[src/rtl/can_noc_pkt_injector_pkg.sv]
// rtl/can_noc_pkt_injector_pkg.sv - flit layout constants and FSM states shared by the PE injector and the CAN node ingress.
package can_noc_pkt_injector_pkg;

  localparam int X           = 2;
  localparam int Y           = 2;
  localparam int X_SIZE      = 1;
  localparam int Y_SIZE      = 1;
  localparam int DATA_WIDTH  = 129;
  localparam int ADDR_W      = X_SIZE + Y_SIZE;
  localparam int TOTAL_WIDTH = ADDR_W + DATA_WIDTH;

  localparam logic [ADDR_W-1:0] CAN_NODE_ADDR = '0;

  localparam int ADDR_LSB    = 0;
  localparam int PAYLOAD_LSB = ADDR_W;
  localparam int BCAST_BIT   = TOTAL_WIDTH - 1;

  localparam int WORD_W        = 32;
  localparam int WORDS_PER_PKT = 4;

  typedef enum logic {
    COLLECT = 1'b0,
    SEND    = 1'b1
  } state_t;

endpackage

[src/rtl/can_noc_pkt_injector.sv]
// rtl/can_noc_pkt_injector.sv - packs four PE words plus broadcast flag into one CAN-bound NoC flit.
module can_noc_pkt_injector
  import can_noc_pkt_injector_pkg::*;
(
  input  logic                   clk,
  input  logic                   rst,
  input  logic [WORD_W-1:0]      i_word,
  input  logic                   i_word_valid,
  output logic                   o_word_ready,
  input  logic                   i_bcast,
  input  logic                   i_flush,
  output logic [TOTAL_WIDTH-1:0] o_data,
  output logic                   o_valid,
  input  logic                   i_ready,
  output logic                   o_busy,
  output logic [15:0]            o_pkt_count
);

  state_t                   state_q;
  logic [1:0]               idx_q;
  logic [WORD_W-1:0]        slots_q [WORDS_PER_PKT];
  logic                     bcast_q;
  logic [TOTAL_WIDTH-1:0]   data_q;
  logic                     valid_q;
  logic                     busy_q;
  logic [15:0]              cnt_q;

  logic                     accept;
  logic                     emit;
  logic [WORD_W-1:0]        slots_d [WORDS_PER_PKT];
  logic                     bcast_d;
  logic [TOTAL_WIDTH-1:0]   flit_d;

  assign o_word_ready = !rst && (state_q == COLLECT);
  assign accept       = i_word_valid && o_word_ready;

  // The flit is built from the slots as they will look after this edge's accept.
  always_comb begin
    for (int i = 0; i < WORDS_PER_PKT; i++) slots_d[i] = slots_q[i];
    bcast_d = bcast_q;
    if (accept) begin
      slots_d[idx_q] = i_word;
      if (idx_q == 2'd0) bcast_d = i_bcast;
    end
    emit = (state_q == COLLECT) &&
           ((accept && idx_q == 2'd3) || (i_flush && (idx_q != 2'd0 || accept)));
    flit_d = '0;
    flit_d[ADDR_LSB +: ADDR_W] = CAN_NODE_ADDR;
    for (int i = 0; i < WORDS_PER_PKT; i++)
      flit_d[PAYLOAD_LSB + WORD_W*i +: WORD_W] = slots_d[i];
    flit_d[BCAST_BIT] = bcast_d;
  end

  always_ff @(posedge clk or posedge rst) begin
    if (rst) begin
      state_q <= COLLECT;
      idx_q   <= '0;
      for (int i = 0; i < WORDS_PER_PKT; i++) slots_q[i] <= '0;
      bcast_q <= 1'b0;
      data_q  <= '0;
      valid_q <= 1'b0;
      busy_q  <= 1'b0;
      cnt_q   <= '0;
    end else begin
      case (state_q)
        COLLECT: begin
          if (emit) begin
            // Slots are cleared as the flit leaves so the next partial packet pads with zeros.
            data_q  <= flit_d;
            valid_q <= 1'b1;
            busy_q  <= 1'b1;
            idx_q   <= '0;
            for (int i = 0; i < WORDS_PER_PKT; i++) slots_q[i] <= '0;
            bcast_q <= 1'b0;
            state_q <= SEND;
          end else if (accept) begin
            for (int i = 0; i < WORDS_PER_PKT; i++) slots_q[i] <= slots_d[i];
            bcast_q <= bcast_d;
            idx_q   <= idx_q + 2'd1;
            busy_q  <= 1'b1;
          end
        end
        SEND: begin
          if (valid_q && i_ready) begin
            valid_q <= 1'b0;
            busy_q  <= 1'b0;
            idx_q   <= '0;
            cnt_q   <= cnt_q + 16'd1;
            state_q <= COLLECT;
          end
        end
        default: state_q <= COLLECT;
      endcase
    end
  end

  assign o_data      = data_q;
  assign o_valid     = valid_q;
  assign o_busy      = busy_q;
  assign o_pkt_count = cnt_q;

endmodule
[config.mk]
export PLATFORM = sky130hd
export DESIGN_NAME = can_noc_pkt_injector
export DESIGN_NICKNAME = d
export VERILOG_FILES = /design/src/rtl/can_noc_pkt_injector_pkg.sv /design/src/rtl/can_noc_pkt_injector.sv
export SDC_FILE = /design/constraint.sdc
export NUM_CORES = 1
export LEC_CHECK = 0
export BUFFER_PORTS_ARGS = -buffer_cell sky130_fd_sc_hd__clkbuf_2
export CORE_UTILIZATION = 30
export DETAILED_ROUTE_END_ITERATION = 10
export GPL_TIMING_DRIVEN = 0
export HOLD_SLACK_MARGIN = 0.08
export PLACE_DENSITY_LB_ADDON = 0.08
export SLEW_MARGIN = 20
export SYNTH_ARGS = -nofsm -noshare
export SYNTH_HDL_FRONTEND = slang
export SYNTH_SLANG_ARGS = --single-unit
[constraint.sdc]
create_clock -name clk -period 20.6 [get_ports clk]
set_input_delay 1.03 -clock clk [delete_from_list [all_inputs] [get_ports clk]]
set_output_delay 1.03 -clock clk [all_outputs]
set_load 0.05 [all_outputs]
==> impl_metrics.env, run 1 <==
export IMPL_async_flop_share_pct=100
export IMPL_grt_ovfl_total=0
export IMPL_vias_per_cell=4.23
export IMPL_report_final_slew_viol_count=0
export IMPL_tritoncts="yes"
export IMPL_slowest_delay_ns=0.32
export IMPL_hold_violations=0
export IMPL_gp_congestion=0.692
export IMPL_ctsLongestPathBuffers=3
export IMPL_drt_initial_drc_count=318
export IMPL_cts_resized=0
export IMPL_crit_path_end_kind="primary output"
export IMPL_ys_warnings_count=0
export IMPL_p_leak_nw=7.18
export IMPL_ys_seq_area_share_pct=59.4
export IMPL_crit_top_cell="clkbuf_2"
export IMPL_initial_core_util_pct=30.4
export IMPL_die_area_sq_um=40000
export IMPL_grt_pass1_vias=7196
export IMPL_placedCellCount=1572
export IMPL_syn_to_final_growth_pct=23.3
export IMPL_clkTransAtPathRegs_ns=0.05
export IMPL_drv_cap=0
export IMPL_synth_area_sq_um=11800
export IMPL_startpoint_type="input port"
export IMPL_cp_arrival_ns=1.76
export IMPL_numCtsBuffers=35
export IMPL_port_buffers=185
export IMPL_die_w_um=200
export IMPL_vias=6873
export IMPL_yosys_area_top_type_share_pct=59.4
export IMPL_wirelength_um=30200
export IMPL_antenna_left=0
export IMPL_finalSetupTns_ns=0
export IMPL_core_sq_um=38600
export IMPL_fin_skew_ns=0.00897
export IMPL_hpwl_um=20300
export IMPL_slowest_stage="clkbuf_2"
export IMPL_grt_pass1_wl_um=46000
export IMPL_cpLargestDelayFamily="buffers and inverters"
export IMPL_path_buf_inv=2
export IMPL_clk_latency_ns=0.51
export IMPL_grt_usage_pct=15.5
export IMPL_nets=1134
export IMPL_fin_crit_sh_pct=13.5
export IMPL_yosysUniqueCellTypes=35
export IMPL_irDropWorstVdd_mv=0.0639
export IMPL_ys_flop_type="dfrtp_1"
export IMPL_required_ns=19.57
export IMPL_setup_viol=0
export IMPL_antenna_found_initial=0
export IMPL_die_y_um=200
export IMPL_status="finished clean"
export IMPL_final_cell_mix="dfrtp_1 (279), clkbuf_2 (185), mux2i_1 (158)"
export IMPL_use_met3_pct=3.48
export IMPL_use_met1_pct=22.3
export IMPL_p_total_w=0.00206
export IMPL_drive_above_1_share_pct=34.2
export IMPL_final_common_cell="dfrtp_1"
export IMPL_maxClockFrequency_mhz=359
export IMPL_rsz0062_at_grt="false"
export IMPL_grt_max_degree=96
export IMPL_synth_area_leaders="dfrtp_1 (59%), mux2i_1 (13%), mux2_4 (11%)"
export IMPL_fin_cells=1626
export IMPL_hold_class="reg -> reg"
export IMPL_min_period_ns=2.79
export IMPL_wire_per_inst_um=18.6
export IMPL_root_buffer="clkbuf_16"
export IMPL_p_per_area_nw_per_um2=142
export IMPL_cts_sinks=279
export IMPL_avgSynthCellArea_sq_um=13.6
export IMPL_synth_seq_cells=279
export IMPL_boundaryPins=188
export IMPL_ctsHtreeMaxLevel=2
export IMPL_rows=72
export IMPL_grt_busiest_layer="met2"
export IMPL_slew_headroom_pct=50.9
export IMPL_path_cells="clkbuf_2 -> nor2_1 -> clkbuf_2"
export IMPL_cp_max_fo=3
export IMPL_num_antenna_cells=0
export IMPL_use_met2_pct=23.6
export IMPL_critPathKind="in -> out"
export IMPL_first_pass_iters=4
export IMPL_synth_edff_count=0
export IMPL_hold_buffers=0
export IMPL_drc=0
export IMPL_synth_area_leader_cell="dfrtp_1"
export IMPL_post_cts_buffers=0
export IMPL_worst_slew_pin_slew_ns=0.736
export IMPL_fin_hold_ws_ns=0.476
export IMPL_syn_inst=865
[registers in the layout, summed over array words and instances, names as in the netlist]
signal	flops
o_data	129
slots_q	128
o_pkt_count	16
idx_q	2
bcast_q	1
o_busy	1
o_valid	1
state_q	1
[through the flow]
step	setup slack, ns	utilization (%)	area (sq um)
after detailed placement	17.36	34.7	13400
after global placement	7.52	34.5	13300
after global routing	17.75	37.5	14500
after CTS	17.84	37.5	14500
after floorplan	11.86	-	11800
final	17.81	37.5	14500
[cells by family after synthesis]
logic type | share of synthesized area, %
flops | 59.4
fa+ha+maj | 0.532
mux | 25.8
simple gates | 7.09
other cells | 0.0319
compound gates | 0.415
buf+inv | 5.62
xor+xnor | 1.12
[worst register-to-register path, delay by kind of cell (launching register included)]
| family | cells | cell delay [ns] |
|---|---|---|
| AO/OA/AOI/OAI | 1 | 0.20 |
| adder cells (fa/ha/maj) | 1 | 0.21 |
| buffers and inverters | 4 | 1.25 |
| flip-flops | 1 | 0.40 |
| AND/OR/NAND/NOR | 2 | 0.25 |
[metal layers]
layer	share of wire, %	wire, um
met5	0	0
met4	1.6	489
met2	45	13500
met1	49	14800
met3	4.6	1400
[synthesized netlist by cell type, drive strengths merged, types with 2 or more instances]
library cell,count
dfrtp,279
mux2i,158
mux2,100
nor2,85
inv,83
nor2b,50
buf,40
nand2,13
xnor2,13
clkbuf,7
nand3,6
and2,5
ha,5
nand4,4
a21o,2
a21oi,2
nor3,2
xor2,2
[area by class of cell]
class	count	area [sq um]
repair buffers	188	1010
clock inverters	6	30.0
multi-input cells	457	4120
flip-flops and latches	279	6980
inverters	83	319
fillers	3783	24200
well taps	518	648
clock buffers	48	1040
plain buffers	47	349
[power breakdown]
part / switching (W) / leakage [nW] / total, W / internal [W]
sequential: 0.0000672 / 3.80 / 0.000760 / 0.000693
combinational: 0.000506 / 2.85 / 0.000722 / 0.000216
clock: 0.000229 / 0.534 / 0.000576 / 0.000348
total: 0.000802 / 7.18 / 0.00206 / 0.00126
[worst paths after layout]
| check | from | end | slack [ns] | cells past startpoint |
|---|---|---|---|---|
| min in group asynchronous | rst | idx_q[1]$_DFFE_PP0P_ | 0.52 | 2 |
| hold reg to reg | o_pkt_count[15]$_DFFE_PP0P_ | o_pkt_count[15]$_DFFE_PP0P_ | 0.48 | 1 |
| setup reg to reg | idx_q[0]$_DFFE_PP0P_ | slots_q[90]$_DFFE_PP0P_ | 18.15 | 8 |
| hold / removal | o_pkt_count[15]$_DFFE_PP0P_ | o_pkt_count[15]$_DFFE_PP0P_ | 0.48 | 1 |
| setup / recovery | rst | o_word_ready | 17.81 | 3 |
| max in group asynchronous | rst | slots_q[56]$_DFFE_PP0P_ | 18.92 | 4 |
(Power assumes the default switching activity.)
==> inputs of run 2 (changes only) <==
Clock period 20.6 ns to 2.3 ns, I/O delays scaled along.
==> impl_metrics.env, run 2 (synthesized netlist as in run 1, its figures left out) <==
export IMPL_vias=7132
export IMPL_r2r_slack_ns=0.16
export IMPL_cp_max_fo=10
export IMPL_vias_per_cell=4.25
export IMPL_critPathKind="reg -> reg"
export IMPL_initial_core_util_pct=30.4
export IMPL_crit_path_end_kind="flop"
export IMPL_rr_worst_depth=7
export IMPL_ctsLongestPathBuffers=3
export IMPL_ctsHtreeMaxLevel=2
export IMPL_wire_per_inst_um=18.2
export IMPL_worst_slew_pin_slew_ns=0.819
export IMPL_slowest_delay_ns=0.52
export IMPL_path_cells="inv_1 -> ha_1 -> nand2b_1 -> a21oi_1 -> clkbuf_4 -> clkbuf_1 -> nor2b_1"
export IMPL_nets=1181
export IMPL_grt_usage_pct=15.8
export IMPL_slowest_stage="clkbuf_1"
export IMPL_grt_ovfl_total=0
export IMPL_r2r_end="slots_q[13]$_DFFE_PP0P_"
export IMPL_min_delay_start="rst"
export IMPL_rows=72
export IMPL_grt_max_degree=32
export IMPL_drv_cap=0
export IMPL_largest_reg_flops=129
export IMPL_p_per_area_nw_per_um2=1230
export IMPL_tritoncts="yes"
export IMPL_grt_pass1_wl_um=46400
export IMPL_root_buffer="clkbuf_16"
export IMPL_fin_crit_sh_pct=93.0
export IMPL_r2r_start="idx_q[0]$_DFFE_PP0P_"
export IMPL_grt_pass1_vias=7349
export IMPL_min_period_ns=2.14
export IMPL_core_sq_um=38600
export IMPL_status="finished clean"
export IMPL_clkTransAtPathRegs_ns=0.06
export IMPL_drive_above_1_share_pct=34.0
export IMPL_finalSetupTns_ns=0
export IMPL_fin_skew_ns=0.0239
export IMPL_die_area_sq_um=40000
export IMPL_report_final_slew_viol_count=0
export IMPL_clk_latency_ns=0.53
export IMPL_rsz0062_at_grt="false"
export IMPL_numCtsBuffers=34
export IMPL_whs_path_depth=4
export IMPL_irDropWorstVdd_mv=0.641
export IMPL_setup_viol=0
export IMPL_p_total_w=0.0186
export IMPL_antenna_found_initial=0
export IMPL_required_ns=2.66
export IMPL_drt_initial_drc_count=201
export IMPL_cp_arrival_ns=2.50
export IMPL_first_pass_iters=4
export IMPL_die_w_um=200
export IMPL_boundaryPins=188
export IMPL_syn_to_final_growth_pct=28.6
export IMPL_p_leak_nw=7.45
export IMPL_num_antenna_cells=0
export IMPL_drc=0
export IMPL_hold_class="in -> reg"
export IMPL_hpwl_um=20600
export IMPL_dpl_cell_area_sq_um=13600
export IMPL_startpoint_type="flop"
export IMPL_die_y_um=200
export IMPL_final_common_cell="dfrtp_1"
export IMPL_maxClockFrequency_mhz=468
export IMPL_antenna_left=0
export IMPL_min_to="idx_q[1]$_DFFE_PP0P_"
export IMPL_gp_congestion=0.689
export IMPL_port_buffers=185
export IMPL_slew_headroom_pct=45.2
export IMPL_final_cell_area_sq_um=15100
export IMPL_final_cell_mix="dfrtp_1 (279), clkbuf_2 (186), mux2i_1 (158)"
export IMPL_hold_violations=0
export IMPL_cts_sinks=279
export IMPL_wirelength_um=30600
## run 2: cell types whose count changed in the layout (fill, tap and decap cells not counted), moves of 3 or more
| cell | delta |
|---|---|
| clkbuf_1 | +3 |
| buf_12 | +9 |
| buf_2 | -11 |
| buf_4 | +10 |
| buf_1 | -5 |
| dlygate4sd3_1 | +39 |
| clkbuf_4 | +6 |
| buf_8 | +3 |
## run 2: worst max-delay path by stage
stage,from,end,cells past startpoint
6_report,idx_q[0]$_DFFE_PP0P_,slots_q[13]$_DFFE_PP0P_,7
5_1_grt,idx_q[0]$_DFFE_PP0P_,slots_q[21]$_DFFE_PP0P_,7
4_1_cts,idx_q[0]$_DFFE_PP0P_,o_data[96]$_DFFE_PP0P_,7
3_5_place_dp,rst,slots_q[123]$_DFFE_PP0P_,9
3_3_place_gp,rst,o_data[106]$_DFFE_PP0P_,7
2_1_floorplan,rst,o_data[100]$_DFFE_PP0P_,6
## run 2: power breakdown
group	leakage (nW)	internal, W	switching, W	total, W
Clock	0.522	0.00310	0.00209	0.00518
Sequential	3.80	0.00620	0.000590	0.00679
Combinational	3.13	0.00210	0.00457	0.00667
## run 2: final cells by class
cell class,count,area [sq um]
Sequential cell,279,6980
Inverter,83,315
Multi-Input combinational cell,457,4120
Timing Repair Buffer,236,1560
Clock buffer,52,1000
Tap cell,518,648
Clock inverter,6,58.8
Fill cell,3833,23500
Buffer,47,434
## run 2: worst max-delay path, delay by kind of cell, from the launching register on
family                     cells  cell delay [ns]
buffers and inverters          3             0.91
DFF                            1             0.39
and+or+nand+nor                2             0.25
AOI/OAI and AO/OA              1             0.23
adders and majority gates      1             0.21
## run 2: through the flow
| stage | setup slack (ns) | utilization [%] | hold slack, ns | instances |
|---|---|---|---|---|
| after global routing | 0.0142 | 39.1 | 0.170 | 1678 |
| after floorplan | -3.16 | - | 0.281 | 866 |
| final | 0.161 | 39.1 | 0.147 | 1678 |
| after CTS | 0.00664 | 39.1 | 0.132 | 1677 |
| after detailed placement | -0.240 | 35.3 | 0.234 | 1580 |
| after global placement | -6.09 | 34.7 | 0.429 | 1569 |
## run 2: routing by layer
| metal | track usage (%) | wire length (um) |
|---|---|---|
| met5 | 0 | 0 |
| met4 | 4.04 | 507 |
| met3 | 3.95 | 1440 |
| met2 | 24.1 | 13900 |
| met1 | 22.2 | 14800 |
## run 2: what timing repair did
item / in CTS / in global routing
gates resized for setup: 4 / 5
pin swaps: 0 / 1
hold buffers: 39 / 0
endpoints found under the setup margin: 31 / 53
hold endpoints to repair: 339 / 0
setup buffers: 0 / 1
==> inputs of run 3 (changes only) <==
Settings changed: PLACE_DENSITY set to 0.54, PLACE_DENSITY_LB_ADDON 0.08 to not set.
==> impl_metrics.env, run 3 (synthesized netlist as in run 1, its figures left out) <==
export IMPL_numCtsBuffers=34
export IMPL_cp_arrival_ns=2.56
export IMPL_path_buf_inv=3
export IMPL_hold_violations=0
export IMPL_boundaryPins=188
export IMPL_initial_core_util_pct=30.4
export IMPL_p_int_w=0.0121
export IMPL_hpwl_um=20400
export IMPL_clkPwrFrac_pct=30.5
export IMPL_cpLargestDelayFamily="buffers and inverters"
export IMPL_antenna_found_initial=0
export IMPL_core_sq_um=38600
export IMPL_drv_cap=0
export IMPL_final_cell_mix="dfrtp_1 (279), clkbuf_2 (185), mux2i_1 (158)"
export IMPL_required_ns=2.70
export IMPL_fin_crit_sh_pct=94.1
export IMPL_path_cells="inv_1 -> ha_1 -> nand2b_1 -> a21oi_1 -> clkbuf_4 -> clkbuf_4 -> mux2_2"
export IMPL_hold_class="in -> reg"
export IMPL_power_frac_comb_pct=34.5
export IMPL_fin_skew_ns=0.0163
export IMPL_cp_num_cells=7
export IMPL_p_sw_w=0.00733
export IMPL_num_antenna_cells=0
export IMPL_die_w_um=200
export IMPL_final_common_cell="dfrtp_1"
export IMPL_cp_max_fo=10
export IMPL_gp_congestion=0.745
export IMPL_cts_sinks=279
export IMPL_critPathKind="reg -> reg"
export IMPL_p_total_w=0.0194
export IMPL_crit_path_end_kind="flop"
export IMPL_rr_worst_depth=7
export IMPL_die_y_um=200
export IMPL_largest_reg_flops=129
export IMPL_syn_to_final_growth_pct=29.9
export IMPL_antenna_left=0
export IMPL_port_buffers=185
export IMPL_p_per_area_nw_per_um2=1270
export IMPL_drc=0
export IMPL_nets=1179
export IMPL_p_sw_share_pct=37.8
export IMPL_grt_pass1_vias=7481
export IMPL_maxClockFrequency_mhz=462
export IMPL_first_pass_iters=4
export IMPL_slowest_stage="dfrtp_1"
export IMPL_ctsHtreeMaxLevel=2
export IMPL_wirelength_um=30300
export IMPL_root_buffer="clkbuf_16"
export IMPL_slew_headroom_pct=40.4
export IMPL_report_final_slew_viol_count=0
export IMPL_wire_per_inst_um=18.0
export IMPL_seqPwrFrac_pct=35.0
export IMPL_grt_usage_pct=15.6
export IMPL_drive_above_1_share_pct=34.6
export IMPL_status="finished clean"
export IMPL_worstSetupEndpoint="o_data[97]$_DFFE_PP0P_"
export IMPL_rsz0062_at_grt="false"
export IMPL_grt_ovfl_total=0
export IMPL_r2r_slack_ns=0.14
export IMPL_vias_per_cell=4.24
export IMPL_r2r_end="o_data[97]$_DFFE_PP0P_"
export IMPL_setup_viol=0
export IMPL_tritoncts="yes"
export IMPL_slowest_delay_ns=0.40
export IMPL_nFillCells=3710
export IMPL_grt_pass1_wl_um=46200
export IMPL_clk_latency_ns=0.53
export IMPL_die_area_sq_um=40000
export IMPL_grt_max_degree=33
export IMPL_vias=7116
export IMPL_r2r_start="idx_q[0]$_DFFE_PP0P_"
export IMPL_min_period_ns=2.16
export IMPL_fin_hold_ws_ns=0.167
export IMPL_rows=72
export IMPL_startpoint_type="flop"
export IMPL_ctsLongestPathBuffers=3
export IMPL_drt_initial_drc_count=286
export IMPL_irDropWorstVdd_mv=0.624
export IMPL_worst_slew_pin_slew_ns=0.891
export IMPL_p_leak_nw=7.52
export IMPL_crit_top_cell="clkbuf_4"
export IMPL_cp_startpoint="idx_q[0]$_DFFE_PP0P_"
export IMPL_clkTransAtPathRegs_ns=0.06
[run 3: worst register-to-register path: cells and delay by family, from the launching register on]
kind | cells | cell delay [ns]
simple gates | 1 | 0.14
compound gates | 1 | 0.23
fa+ha+maj | 1 | 0.22
mux | 1 | 0.37
flops | 1 | 0.40
buf+inv | 3 | 0.69
[run 3: how the worst min path moves through the flow]
stage               cells past startpoint                          to  slack [ns]          from
global route                            4        idx_q[1]$_DFFE_PP0P_        0.17  i_word_valid
CTS                                     4        idx_q[1]$_DFFE_PP0P_        0.08           rst
detailed placement                      2  o_pkt_count[6]$_DFFE_PP0P_        0.22           rst
global placement                        3           state_q$_DFF_PP0_        0.43       i_ready
floorplan                               2           state_q$_DFF_PP0_        0.28       i_ready
finish                                  4        idx_q[1]$_DFFE_PP0P_        0.17  i_word_valid
[run 3: final cells by class]
class	instances	area [sq um]	share of cell area (%)
Sequential cell	279	6980	45.7
Multi-Input combinational cell	457	4120	27.0
Timing Repair Buffer	234	1530	9.99
Clock buffer	48	1030	6.72
Tap cell	518	648	4.24
Buffer	47	433	2.83
Inverter	83	315	2.06
Clock inverter	14	225	1.47
[run 3: power groups by stage]
stage	Clock (W)	Combinational (W)	Sequential, W
final	0.00592	0.00669	0.00680
after global placement	0	0.00661	0.00687
after global routing	0.00628	0.00723	0.00694
after detailed placement	0	0.00673	0.00688
after CTS	0.00611	0.00682	0.00680
after floorplan	0	0.00281	0.00895
[run 3: timing repair]
item	4_1_cts	5_1_grt
endpoints found under the hold margin	325	18
gates resized for setup	2	7
endpoints found under the setup margin	25	58
pin swaps	0	0
hold buffers	38	1
buffers inserted	0	0
[run 3: per-stage QoR]
stage	TNS [ns]	setup slack (ns)	util (%)	instances	area, sq um
after floorplan	-1215.08	-3.16	-	866	11800
after global placement	-2399.10	-5.63	34.7	1569	13400
after detailed placement	-16.97	-0.260	35.2	1579	13600
after CTS	-0.136	-0.0301	39.5	1679	15300
after global routing	0	0.00915	39.5	1680	15300
final	0	0.136	39.5	1680	15300
[run 3: metal layers]
| layer | GRT usage [%] | part of all wire (%) | vias to the layer above |
|---|---|---|---|
| met3 | 3.07 | 4.4 | 50 |
| met4 | 6.16 | 2.7 | 0 |
| met5 | 0 | 0 | - |
| li1 | - | - | 3362 |
| met1 | 20.9 | 46 | 3567 |
| met2 | 24.9 | 47 | 137 |
